==> src/rtl/bus_arbiter_rr_if.sv <==
// ----------------------------------------------------------------------------
// bus_arbiter_rr_if
//
// Handshake bundle between two bus masters and the round-robin arbiter.
//
// Signals:
//   m1_breq   - bus request from master 1
//   m2_breq   - bus request from master 2
//   m1_bgrant - bus grant to master 1
//   m2_bgrant - bus grant to master 2
//   msel      - bus mux select, 0 = master 1, 1 = master 2
//   bus_busy  - high while either grant is active
//   timeout   - current holder kept the bus too long while the other waits
//
// Modports:
//   master  - request side (drives requests, observes grants and status)
//   slave   - arbiter side (observes requests, drives grants and status)
//   monitor - passive observer of every signal
// ----------------------------------------------------------------------------
interface bus_arbiter_rr_if;

  logic m1_breq;
  logic m2_breq;
  logic m1_bgrant;
  logic m2_bgrant;
  logic msel;
  logic bus_busy;
  logic timeout;

  modport master (
    output m1_breq,
    output m2_breq,
    input  m1_bgrant,
    input  m2_bgrant,
    input  msel,
    input  bus_busy,
    input  timeout
  );

  modport slave (
    input  m1_breq,
    input  m2_breq,
    output m1_bgrant,
    output m2_bgrant,
    output msel,
    output bus_busy,
    output timeout
  );

  modport monitor (
    input m1_breq,
    input m2_breq,
    input m1_bgrant,
    input m2_bgrant,
    input msel,
    input bus_busy,
    input timeout
  );

endinterface

==> src/rtl/bus_arbiter_rr.sv <==
// ----------------------------------------------------------------------------
// bus_arbiter_rr
//
// Two-master bus arbiter with round-robin tie breaking, a mandatory one-cycle
// IDLE turnaround between owners and a hold-time watchdog flag.
//
// Parameters:
//   MAX_HOLD - grant-hold cycle count at which timeout may assert (1..65534)
//
// Ports:
//   clk  - single clock, rising edge
//   rstn - synchronous active-low reset
//   bus  - bus_arbiter_rr_if.slave: requests in; grants, msel, bus_busy and
//          timeout out (all outputs registered)
//
// Behaviour summary:
//   - IDLE grants a single requester one edge after sampling its request;
//     with both requesting, the master that was not served last wins.
//   - A grant is held for as long as the owner keeps its request high; the
//     arbiter never revokes it. Dropping the request returns to IDLE.
//   - hold_cnt counts cycles in the current grant (saturating). timeout is a
//     sticky status flag for the current grant only; it never affects grants.
// ----------------------------------------------------------------------------
module bus_arbiter_rr #(
  parameter int unsigned MAX_HOLD = 1023
) (
  input  logic              clk,
  input  logic              rstn,
  bus_arbiter_rr_if.slave   bus
);

  localparam logic [15:0] MaxHold = 16'(MAX_HOLD);
  localparam logic [15:0] CntMax  = 16'hFFFF;

  typedef enum logic [1:0] {
    StIdle = 2'b00,
    StGnt1 = 2'b01,
    StGnt2 = 2'b10
  } state_e;

  state_e      state;
  // 0 = master 1 served last, 1 = master 2 served last.
  logic        last_served;
  logic [15:0] hold_cnt;

  logic        m1_bgrant;
  logic        m2_bgrant;
  logic        msel;
  logic        bus_busy;
  logic        timeout;

  // Counter value the grant state will hold after this edge if it is kept.
  logic [15:0] hold_cnt_inc;
  assign hold_cnt_inc = (hold_cnt == CntMax) ? hold_cnt : hold_cnt + 16'd1;

  // Single-process FSM. Outputs are computed from the next state so that they
  // are registered yet line up with the state register on every edge.
  always_ff @(posedge clk) begin
    if (!rstn) begin
      state       <= StIdle;
      last_served <= 1'b1;  // master 2, so master 1 wins the first tie
      hold_cnt    <= 16'd0;
      m1_bgrant   <= 1'b0;
      m2_bgrant   <= 1'b0;
      msel        <= 1'b0;
      bus_busy    <= 1'b0;
      timeout     <= 1'b0;
    end else begin
      unique case (state)
        StIdle: begin
          if (bus.m1_breq && (!bus.m2_breq || last_served)) begin
            state     <= StGnt1;
            hold_cnt  <= 16'd0;
            m1_bgrant <= 1'b1;
            m2_bgrant <= 1'b0;
            msel      <= 1'b0;
            bus_busy  <= 1'b1;
            timeout   <= 1'b0;
          end else if (bus.m2_breq) begin
            state     <= StGnt2;
            hold_cnt  <= 16'd0;
            m1_bgrant <= 1'b0;
            m2_bgrant <= 1'b1;
            msel      <= 1'b1;
            bus_busy  <= 1'b1;
            timeout   <= 1'b0;
          end else begin
            // msel keeps its last value through IDLE.
            m1_bgrant <= 1'b0;
            m2_bgrant <= 1'b0;
            bus_busy  <= 1'b0;
            timeout   <= 1'b0;
          end
        end

        StGnt1: begin
          if (bus.m1_breq) begin
            hold_cnt <= hold_cnt_inc;
            // Sticky for the rest of this grant once the other master waited
            // past the limit.
            if ((hold_cnt_inc >= MaxHold) && bus.m2_breq) begin
              timeout <= 1'b1;
            end
          end else begin
            state       <= StIdle;
            last_served <= 1'b0;
            m1_bgrant   <= 1'b0;
            bus_busy    <= 1'b0;
            timeout     <= 1'b0;
          end
        end

        StGnt2: begin
          if (bus.m2_breq) begin
            hold_cnt <= hold_cnt_inc;
            if ((hold_cnt_inc >= MaxHold) && bus.m1_breq) begin
              timeout <= 1'b1;
            end
          end else begin
            state       <= StIdle;
            last_served <= 1'b1;
            m2_bgrant   <= 1'b0;
            bus_busy    <= 1'b0;
            timeout     <= 1'b0;
          end
        end

        default: begin
          state     <= StIdle;
          m1_bgrant <= 1'b0;
          m2_bgrant <= 1'b0;
          bus_busy  <= 1'b0;
          timeout   <= 1'b0;
        end
      endcase
    end
  end

  assign bus.m1_bgrant = m1_bgrant;
  assign bus.m2_bgrant = m2_bgrant;
  assign bus.msel      = msel;
  assign bus.bus_busy  = bus_busy;
  assign bus.timeout   = timeout;

  // Structural invariants of the arbiter.
  grant_onehot_a : assert property (@(posedge clk) !(m1_bgrant && m2_bgrant));

  // Ownership always changes through IDLE.
  no_direct_handover_a : assert property (@(posedge clk) disable iff (!rstn)
    (state == StGnt1) |=> (state != StGnt2));
  no_direct_handover2_a : assert property (@(posedge clk) disable iff (!rstn)
    (state == StGnt2) |=> (state != StGnt1));

  busy_matches_grants_a : assert property (@(posedge clk)
    bus_busy == (m1_bgrant || m2_bgrant));

  timeout_only_in_grant_a : assert property (@(posedge clk)
    timeout |-> bus_busy);

endmodule

==> src/flat_wrapper.sv <==
// flat-port wrapper written by rule: the top's interface ports become plain ports
module bus_arbiter_rr_flat 
#(
  parameter int unsigned MAX_HOLD = 1023
)
  (clk, rstn, bus_m1_breq, bus_m2_breq, bus_m1_bgrant, bus_m2_bgrant, bus_msel, bus_bus_busy, bus_timeout);
  bus_arbiter_rr_if bus_i ();
  input  logic clk;
  input  logic rstn;
  input wire logic [$bits(bus_i.m1_breq)-1:0] bus_m1_breq;
  input wire logic [$bits(bus_i.m2_breq)-1:0] bus_m2_breq;
  output wire logic [$bits(bus_i.m1_bgrant)-1:0] bus_m1_bgrant;
  output wire logic [$bits(bus_i.m2_bgrant)-1:0] bus_m2_bgrant;
  output wire logic [$bits(bus_i.msel)-1:0] bus_msel;
  output wire logic [$bits(bus_i.bus_busy)-1:0] bus_bus_busy;
  output wire logic [$bits(bus_i.timeout)-1:0] bus_timeout;
  assign bus_i.m1_breq = bus_m1_breq;
  assign bus_i.m2_breq = bus_m2_breq;
  assign bus_m1_bgrant = bus_i.m1_bgrant;
  assign bus_m2_bgrant = bus_i.m2_bgrant;
  assign bus_msel = bus_i.msel;
  assign bus_bus_busy = bus_i.bus_busy;
  assign bus_timeout = bus_i.timeout;
  bus_arbiter_rr #(.MAX_HOLD(MAX_HOLD)) u_core (.clk(clk), .rstn(rstn), .bus(bus_i));
endmodule
==> config.mk <==
export PLATFORM = sky130hd
export DESIGN_NAME = bus_arbiter_rr_flat
export DESIGN_NICKNAME = d
export VERILOG_FILES = /design/src/rtl/bus_arbiter_rr_if.sv /design/src/rtl/bus_arbiter_rr.sv /design/src/flat_wrapper.sv
export SDC_FILE = /design/constraint.sdc
export NUM_CORES = 1
export LEC_CHECK = 0
export CAP_MARGIN = 20
export CORE_MARGIN = 2
export CORE_UTILIZATION = 66
export CTS_BUF_LIST = sky130_fd_sc_hd__clkbuf_2 sky130_fd_sc_hd__clkbuf_4 sky130_fd_sc_hd__clkbuf_8
export CTS_CLUSTER_DIAMETER = 120
export DETAILED_ROUTE_END_ITERATION = 10
export GPL_TIMING_DRIVEN = 0
export PLACE_DENSITY = 0.87
export SYNTH_ARGS = -nofsm -noshare
export SYNTH_HDL_FRONTEND = slang
export SYNTH_SLANG_ARGS = --single-unit
==> constraint.sdc <==
create_clock -name clk -period 3.23 [get_ports clk]
set_input_delay 0.4845 -clock clk [delete_from_list [all_inputs] [get_ports clk]]
set_output_delay 0.4845 -clock clk [all_outputs]
set_load 0.005 [all_outputs]
==> out/results.txt <==
Setup-failing EPs final: 0
syn_nets: 222
ys async rst share: 0%
clk sinks: 24
layout cell share with drive strength beyond 1: 7.623%
post-route ant nets: 0
die area: 0.002882 sq mm
Worst Tran Pin Value: 0.7543 ns
Pint: 0.4134 mW
total clock buffers created by CTS: 3
Total Routing Usage GR: 29.15%
Crit. End Element: flop
CTS tree: done
placed cell count: 250
via count: 1575
final instance area: 0.001759 sq mm
Syn Inst Count: 213
initial antenna violation count: 0
power share of the combinational group: 26.5%
DR vias/cell: 6.225
Clk Latency, worst-skew pair: 0.32 ns
Die X: 53.68 microns
post-cts sizing count: 0
Post-synth EDFFs: 0
DR WL/cell: 14.87 microns
pin count of the biggest net entering global routing: 13
Final TNS setup: 0 ns
Rows: 18
clk slew on worst S/H paths: 0.13 ns
outcome: finished, final reports clean
max frequency: 0.3957 GHz
root buf cell: clkbuf_4
Synth cell types: 43
nets: 234
clock skew: 0.009412 ns
Final period util: 78.24%
drt drc: 0
startpoint types: flop
CP max FO: 9
vias in the first global route: 1401
max cap viols: 0
Final min period: 2.527 ns
Post-CTS Setup Bufs: 0
arrival time worst endpoint: 2.75 ns
CTS Hold Buffers Added: 0
Switching Share: 32.54%
area post-placement: 0.001737 sq mm
Post-Syn Area: 0.001629 sq mm
Fin. Hold Viols: 0
Slew HR: 49.38%
Routed WL: 3.763 mm
sw power: 0.1994 mW
WP data required: 3.45 ns
Min-Delay Path Class: reg -> reg
Remaining Overflow, GRT: 0
post-route insts no fill: 253
Area Overhead vs Synth: 7.988%
maximum VDD drop: 0.3475 mV
Ports: 9
commonest non-fill, non-tap cell in the layout: nand2_1
number of diodes: 0
post-DP HPWL: 2.754 mm
Yosys reg bits: 24
Yosys warning total: 0
Placeable Area: 0.002410 sq mm
I/O Buffers: 7
# H-tree levels: 1
sequential area share after synthesis: 29.49%
fillers: 186
ys flop type: dfxtp_1
unrepaired setup endpoints after global routing: no
Initial Util: 67.60%
clock power share: 21.6%
Cell Pwr Density: 348.4 mW/mm^2
chip height: 53.68 microns
static leakage: 0.6057 nW
Clock Path Buffers: 2
most frequent cells in the layout: 26 x nand2_1, 24 x dfxtp_1, 21 x a21oi_1, 12 x o21ai_0
Mapped Avg Cell Area: 7.648 sq um
Final Hold Slack: 0.4933 ns
global-route wire length before repair: 6.251 mm
GP Congestion: 0.9379
crit path kind: reg -> reg
max-slew violation count: 0
DR iter-0 viols: 53
TritonRoute pass-1 iters: 5
Seq pwr share: 51.9%
==> routing by layer <==
metal	global-route usage, %	wire length (microns)
met1	39.12	1747
met2	48.17	1846
met3	3.056	141
met4	10.26	27
met5	0	0
==> final timing paths <==
check	cells after the start	slack [ns]	to	from
max reg2reg	8	0.70	u_core.bus.timeout	u_core.hold_cnt[1]
min	2	0.49	u_core.bus.bus_busy	u_core.bus.bus_busy
min reg2reg	2	0.49	u_core.bus.bus_busy	u_core.bus.bus_busy
max	8	0.70	u_core.bus.timeout	u_core.hold_cnt[1]
==> registers in the layout, indices dropped and copies added (netlist names) <==
name / count
u_core.bus.timeout: 1
u_core.hold_cnt: 16
u_core.state: 2
u_core.bus.msel: 1
u_core.bus.bus_busy: 1
u_core.last_served: 1
u_core.bus.m2_bgrant: 1
u_core.bus.m1_bgrant: 1
==> kinds of logic (layout without fill, tap and decap cells) <==
logic type / count (synthesis) / in the layout / synth area share (%)
muxes: 4 / 4 / 2.535
xor gates and xnor gates: 4 / 4 / 2.150
AOI/OAI and AO/OA: 63 / 63 / 25.35
DFF: 24 / 24 / 29.49
adders and majority gates: 5 / 5 / 3.840
and+or+nand+nor: 94 / 94 / 31.41
buffers and inverters: 19 / 29 / 5.223
==> power groups by stage <==
| stage | Clock (mW) | Combinational (mW) | Sequential [mW] |
|---|---|---|---|
| 3_3_place_gp | 0 | 0.153 | 0.324 |
| 2_1_floorplan | 0 | 0.110 | 0.323 |
| 3_5_place_dp | 0 | 0.160 | 0.325 |
| 4_1_cts | 0.133 | 0.160 | 0.318 |
| 6_report | 0.133 | 0.162 | 0.318 |
| 5_1_grt | 0.140 | 0.182 | 0.320 |
==> critical path, cell delays in order, from the launching register on <==
cell and delay [ns]:
dfxtp_1 0.47, ha_1 0.32, nand4_2 0.30, nor4_1 0.40
mux2i_1 0.28, nand2_1 0.12, nor4_4 0.30, a21o_1 0.16
o211ai_2 0.07
==> Yosys cell counts, drive strengths merged, types with 2 or more instances <==
master | count | area, sq um
nor2b | 11 | 68.82
nor4 | 6 | 52.55
dfxtp | 24 | 480.5
a21o | 2 | 15.01
buf | 5 | 31.28
nor2 | 11 | 41.29
or3 | 2 | 12.51
nand3 | 6 | 30.03
o211ai | 4 | 48.79
clkbuf | 7 | 27.52
ha | 5 | 62.56
o22ai | 4 | 25.02
inv | 7 | 26.28
nand2 | 26 | 97.59
mux2i | 3 | 30.03
a21oi | 21 | 105.1
nand2b | 4 | 25.02
xnor2 | 4 | 35.03
a21boi | 5 | 37.54
and2 | 3 | 18.77
o21a | 6 | 45.04
nand4 | 10 | 75.07
o21ai | 13 | 65.06
o22a | 2 | 17.52
nor3 | 10 | 55.05
and3 | 2 | 12.51
nor3b | 2 | 15.01
==> stage by stage <==
step	util (%)	setup WS, ns	power, mW
global route	73.00	0.4975	0.6425
finish	73.00	0.7027	0.6128
CTS	73.00	0.7078	0.6110
detailed placement	72.07	0.7285	0.4840
global placement	72.07	0.7962	0.4766
floorplan	-	1.030	0.4332
==> final cells by class <==
cell class              instances  area (sq um)  area share [%]
clock buffers                   3         22.52           1.280
well taps                      30         37.54           2.134
multi-input cells             170          1064           60.46
inverters                       7         26.28           1.494
flip-flops and latches         24         480.5           27.31
repair buffers                  7         70.07           3.983
plain buffers                  12         58.81           3.343
(Power assumes the default switching activity.)
